File: config.mk
export PLATFORM = sky130hd
export DESIGN_NAME = mem_port_arbiter
export DESIGN_NICKNAME = d
export VERILOG_FILES = /design/src/rtl/rv32_pkg.sv /design/src/rtl/mem_arb_starve_ctr.sv /design/src/rtl/mem_port_arbiter.sv
export SDC_FILE = /design/constraint.sdc
export NUM_CORES = 1
export LEC_CHECK = 0
export CAP_MARGIN = 10
export CORE_UTILIZATION = 43
export DETAILED_ROUTE_END_ITERATION = 6
export PLACE_DENSITY = 0.92
export SETUP_SLACK_MARGIN = 0.15
export SYNTH_ARGS = -nofsm -noshare
export SYNTH_HDL_FRONTEND = slang
export SYNTH_SLANG_ARGS = --single-unit
File: constraint.sdc
create_clock -name clk -period 3.91 [get_ports clk]
set_input_delay 0.5865 -clock clk [delete_from_list [all_inputs] [get_ports clk]]
set_output_delay 0.5865 -clock clk [all_outputs]
set_load 0.02 [all_outputs]
File: src/rtl/rv32_pkg.sv
// Shared types for the RV32 core memory path: arbiter states, owner tags and
// request/response packets.
package rv32_pkg;

    localparam int RV_ADDR_W = 32;
    localparam int RV_DATA_W = 32;

    typedef enum logic [1:0] {
        IDLE,
        ISSUE,
        WAIT
    } mem_arb_state_t;

    typedef enum logic {
        OWNER_IMEM,
        OWNER_DMEM
    } mem_owner_t;

    typedef struct packed {
        logic                   we;
        logic [RV_DATA_W/8-1:0] be;
        logic [RV_ADDR_W-1:0]   addr;
        logic [RV_DATA_W-1:0]   wdata;
    } mem_req_packet_t;

    typedef struct packed {
        logic                 valid;
        logic [RV_DATA_W-1:0] data;
    } mem_rsp_packet_t;

endpackage

File: src/rtl/mem_arb_starve_ctr.sv
// Fetch starvation guard: counts data grants taken while a fetch waits and
// raises force_imem once STARVE_LIMIT consecutive data grants have been made.
module mem_arb_starve_ctr
    import rv32_pkg::*;
#(
    parameter int STARVE_LIMIT = 4
) (
    input  logic clk,
    input  logic reset,
    input  logic grant_i,
    input  logic grant_d,
    input  logic imem_req_valid,
    output logic force_imem
);

    localparam int CNT_W = $clog2(STARVE_LIMIT + 1);

    logic [CNT_W-1:0] cnt;

    always_ff @(posedge clk) begin
        if (reset) begin
            cnt <= '0;
        end else if (grant_i || (grant_d && !imem_req_valid)) begin
            cnt <= '0;
        end else if (grant_d && (cnt != CNT_W'(STARVE_LIMIT))) begin
            cnt <= cnt + CNT_W'(1);
        end
    end

    assign force_imem = (cnt == CNT_W'(STARVE_LIMIT));

endmodule

File: src/rtl/mem_port_arbiter.sv
// Shares one memory bus between the IF and MEM requesters, one transaction in
// flight. Optional fetch starvation guard: define MEM_ARB_STARVE_GUARD_EN.
module mem_port_arbiter
    import rv32_pkg::*;
#(
    parameter int ADDR_W       = 32,
    parameter int DATA_W       = 32,
    parameter int STARVE_LIMIT = 4
) (
    input  logic                clk,
    input  logic                reset,
    input  logic                imem_req_valid,
    input  logic [ADDR_W-1:0]   imem_req_addr,
    output logic                imem_req_ready,
    output logic                imem_rsp_valid,
    output logic [DATA_W-1:0]   imem_rsp_data,
    input  logic                dmem_req_valid,
    input  logic                dmem_req_we,
    input  logic [DATA_W/8-1:0] dmem_req_be,
    input  logic [ADDR_W-1:0]   dmem_req_addr,
    input  logic [DATA_W-1:0]   dmem_req_wdata,
    output logic                dmem_req_ready,
    output logic                dmem_rsp_valid,
    output logic [DATA_W-1:0]   dmem_rsp_rdata,
    output logic                bus_req_valid,
    output logic                bus_req_we,
    output logic [DATA_W/8-1:0] bus_req_be,
    output logic [ADDR_W-1:0]   bus_req_addr,
    output logic [DATA_W-1:0]   bus_req_wdata,
    input  logic                bus_req_ready,
    input  logic                bus_rsp_valid,
    input  logic [DATA_W-1:0]   bus_rsp_rdata,
    input  logic                flush,
    output logic                busy
);

    mem_arb_state_t      state, state_nxt;
    mem_owner_t          owner;
    logic                drop;
    logic                hold_we;
    logic [DATA_W/8-1:0] hold_be;
    logic [ADDR_W-1:0]   hold_addr;
    logic [DATA_W-1:0]   hold_wdata;
    logic                grant_i, grant_d;
    logic                force_imem;

`ifdef MEM_ARB_STARVE_GUARD_EN
    mem_arb_starve_ctr #(
        .STARVE_LIMIT(STARVE_LIMIT)
    ) u_starve_ctr (
        .clk           (clk),
        .reset         (reset),
        .grant_i       (grant_i),
        .grant_d       (grant_d),
        .imem_req_valid(imem_req_valid),
        .force_imem    (force_imem)
    );
`else
    logic starve_unused;
    assign starve_unused = (STARVE_LIMIT > 0);
    assign force_imem    = 1'b0;
`endif

    // Data wins by default (MEM holds the older instruction); a flushed fetch is never granted.
    always_comb begin
        state_nxt = state;
        grant_i   = 1'b0;
        grant_d   = 1'b0;
        case (state)
            IDLE: begin
                if (imem_req_valid && !flush && (force_imem || !dmem_req_valid)) begin
                    grant_i = 1'b1;
                end else if (dmem_req_valid) begin
                    grant_d = 1'b1;
                end
                if (grant_i || grant_d) state_nxt = ISSUE;
            end
            ISSUE:   if (bus_req_ready) state_nxt = WAIT;
            WAIT:    if (bus_rsp_valid) state_nxt = IDLE;
            default: state_nxt = IDLE;
        endcase
    end

    always_ff @(posedge clk) begin
        if (reset) begin
            state          <= IDLE;
            owner          <= OWNER_IMEM;
            drop           <= 1'b0;
            hold_we        <= 1'b0;
            hold_be        <= '0;
            hold_addr      <= '0;
            hold_wdata     <= '0;
            imem_rsp_valid <= 1'b0;
            imem_rsp_data  <= '0;
            dmem_rsp_valid <= 1'b0;
            dmem_rsp_rdata <= '0;
        end else begin
            state          <= state_nxt;
            imem_rsp_valid <= 1'b0;
            dmem_rsp_valid <= 1'b0;
            if (grant_d) begin
                owner      <= OWNER_DMEM;
                hold_we    <= dmem_req_we;
                hold_be    <= dmem_req_be;
                hold_addr  <= dmem_req_addr;
                hold_wdata <= dmem_req_wdata;
            end else if (grant_i) begin
                owner      <= OWNER_IMEM;
                hold_we    <= 1'b0;
                hold_be    <= '1;
                hold_addr  <= imem_req_addr;
                hold_wdata <= '0;
            end
            // A redirected fetch still finishes on the bus; only its response is swallowed.
            if (state == IDLE) begin
                drop <= 1'b0;
            end else if (flush && (owner == OWNER_IMEM)) begin
                drop <= 1'b1;
            end
            if ((state == WAIT) && bus_rsp_valid) begin
                if (owner == OWNER_DMEM) begin
                    dmem_rsp_valid <= 1'b1;
                    dmem_rsp_rdata <= bus_rsp_rdata;
                end else if (!drop && !flush) begin
                    imem_rsp_valid <= 1'b1;
                    imem_rsp_data  <= bus_rsp_rdata;
                end
            end
        end
    end

    assign imem_req_ready = grant_i && !reset;
    assign dmem_req_ready = grant_d && !reset;
    assign bus_req_valid  = (state == ISSUE);
    assign bus_req_we     = hold_we;
    assign bus_req_be     = hold_be;
    assign bus_req_addr   = hold_addr;
    assign bus_req_wdata  = hold_wdata;
    assign busy           = (state != IDLE);

endmodule

==> flow_summary_export.csv <==
group,metric,value,unit
outcome,status,"finished clean",
setup_path,worst_path_max_delay_cell,"clkdlybuf4s50_1",
worst_hold_path,hp-class,"flip-flop to flip-flop",
cells_and_area,post-route-util,72.9,%
yosys,syn_area_per_cell,9.89,µm²
power_and_ir_drop,p_per_area,436,nW/µm²
grt,grt-busiest-layer,"met2",
floorplanning,rows,40,
grt,gr-usage-met2,46.0,%
yosys,synth_largest_area_cell,"dfxtp_1",
grt,grt_pass1_wl,25900,µm
grt,grt_pass1_vias,5120,
setup_path,rr_startpoint,"state[1]",
sta,worst_pin_slew,1160,ps
routing,wl_per_cell,17.5,µm
clock_tree,cts-htree-levels,4,
yosys,synthTopCellsByCount,"dfxtp_1 (139), nand2_1 (129), mux2i_1 (64)",
grt,track_usage,25.9,%
routing,viasPerCell,5.27,
yosys,yosys-top-cells-area,"dfxtp_1 (51%), mux2i_1 (12%), nand2_1 (8.9%), o211a_1 (5.9%), a22o_1 (5.3%)",
setup_path,cp_top_family,"buffers and inverters",
routing,wl,17200,µm
grt,grt_use_met1,28.5,%
yosys,postSynthCellCount,548,
grt,use_met3,7.36,%
sta,slew_viol_final,0,
cells_and_area,area_growth,63.6,%
yosys,synth_cell_types,31,
yosys,synth_top_area_share,51.4,%
sta,setup_violations,0,
sta,min_period_over_period,78.4,%
yosys,yosysWarningCount,0,
yosys,muxShareOfSynthArea,11.8,%
setup_path,reg2reg_slack,1900,ps
placement,dp_hpwl,12200,µm
yosys,synthAdderAreaFrac,0,%
clock_tree,ctsHoldBuffers,0,
setup_path,end_kind,"output port",
routing,drc_errors,0,
grt,grt-ovfl-total,0,
grt,grt_max_degree,101,
floorplanning,die_y,114,µm
worst_hold_path,hold_start,"dmem_rsp_rdata[20]",
setup_path,worstSetupPathType,"flip-flop to output port",
setup_path,worstPathRequired,3320,ps
sta,rsz0062_at_grt,"false",
sta,fin_skew,6.98,ps
floorplanning,start_util,44.6,%
floorplanning,die_x,114,µm
sta,slew_headroom,22.7,%
routing,num_vias,5165,
floorplanning,dieArea,13100,µm²
grt,antenna_found_initial,0,
placement,portBuffers,278,
yosys,netlist_area,5420,µm²
clock_tree,cts_sinks,139,
yosys,synth-edff-count,0,
setup_path,path_cells,"nor2_2, buf_4, inv_1, nor4_1, clkdlybuf4s50_1",
clock_tree,path_clk_slew,60,ps
clock_tree,clockBufferDepth,2,
yosys,synth_top_family_by_area,"compound AO/OA/AOI/OAI gates",
yosys,synth-xor-area-share,0,%
sta,fin_crit,3070,ps
routing,firstDrtPassIters,5,
power_and_ir_drop,ir_worst_vdd,0.359,mV
setup_path,critical_path_arrival,2480,ps
placement,gpl.final_weighted_congestion,0.787,
routing,drt_iter0_drc,295,
yosys,synth_nets,688,
clock_tree,cts_setup_buffers,0,
setup_path,startpoint_type,"flip-flop",
sta,hold_viol_final,0,
cells_and_area,antennaDiodeCount,0,
clock_tree,cts_tree,"built",
clock_tree,insertion_delay,420,ps
clock_tree,root_buffer,"clkbuf_16",
yosys,synth.most_common_cell,"dfxtp_1",
floorplanning,ioPinCount,279,
cells_and_area,fillers,837,
cells_and_area,drive_above_1_share,6.15,%
yosys,synth_compound_area_share,20.7,%
clock_tree,cts_resized,0,
floorplanning,fp.coreArea,12200,µm²
yosys,ys.flop_type,"dfxtp_1",
power_and_ir_drop,p_leak,3.68,nW
clock_tree,cts_buffers,17,
yosys,synthSimpleGateAreaFrac,11.3,%
yosys,ys_seq_elements,139,
setup_path,critPathBufInv,3,
setup_path,critPathMaxStageDelay,700,ps
flow_run,cap_violations,0,
sta,max_clock_freq,326,MHz
cells_and_area,num-nets-final,941,
sta,setup_tns,0,ps
routing,ant_nets,0,
yosys,postSynth.asyncResetShare,0,%
setup_path,cp_max_fo,36,
yosys,ys_seq_area_share,51.4,%
setup_path,startpoint,"state[1]",
cells_and_area,layout.cells.non_filler,981,
placement,numPlacedInstances,949,
==> metal layers <==
metal	part of all wire, %	up-vias
li1	-	2448
met1	39	2458
met2	52	223
met3	6.2	36
met4	3.0	0
met5	0	-
==> cell families (layout without fill, tap and decap cells) <==
kind of cell	Yosys count	count (layout)
compound gates	141	141
mux	64	64
simple gates	147	147
buf+inv	57	322
flops	139	139
==> worst paths after layout <==
kind                              to  cells past startpoint
setup / recovery      imem_req_ready                      5
hold / removal    dmem_rsp_rdata[20]                      2
setup reg to reg   imem_rsp_data[12]                      3
hold reg to reg   dmem_rsp_rdata[20]                      2
==> where the power goes <==
part / internal, mW / total [mW] / switching [mW] / leakage, nW
clock network: 1.08 / 1.67 / 0.594 / 0.289
registers: 1.49 / 1.55 / 0.0516 / 1.13
logic: 0.346 / 0.647 / 0.301 / 2.26
==> worst reg2reg max path, delay by kind of cell (launching register included) <==
kind | cells | cell delay (ps)
simple gates | 2 | 1060
flops | 1 | 520
mux | 1 | 270
==> state kept, by name, summed over array words and instances (netlist names), 2 cells and up <==
signal and count:
bus_req_addr 32, bus_req_be 4, bus_req_wdata 32, dmem_rsp_rdata 32, imem_rsp_data 32, state 2
==> per-stage QoR <==
stage / hold WS (ps) / worst slack (ps) / area, µm² / power, mW
2_1_floorplan: 470 / 1470 / 5420 / 1.86
3_3_place_gp: 443 / 1110 / 8230 / 2.20
3_5_place_dp: 450 / 1050 / 8230 / 2.21
4_1_cts: 457 / 779 / 8850 / 3.89
5_1_grt: 477 / 628 / 8860 / 3.99
6_report: 456 / 844 / 8860 / 3.87
==> placed cells by master (no fill, tap or decap), drive strengths merged, types with 2 or more instances in the layout <==
master         count
nor2b              2
dfxtp            139
bufinv             4
a22o              33
nor2               6
nor4               2
clkinvlp           4
inv                4
clkinv             2
o221a              4
buf               11
o211ai            32
clkdlybuf4s50    277
clkbuf            20
nand2            129
mux2i             64
a21oi             35
o211a             32
==> layout make-up <==
class	count	area [µm²]	area share, %
clock buffers	20	447	5.04
repair buffers	288	2860	32.3
clock inverters	11	169	1.91
inverters	3	11.3	0.127
multi-input cells	352	2380	26.9
well taps	168	210	2.37
flip-flops and latches	139	2780	31.4
No activity file was read; power rests on OpenSTA's default activity.
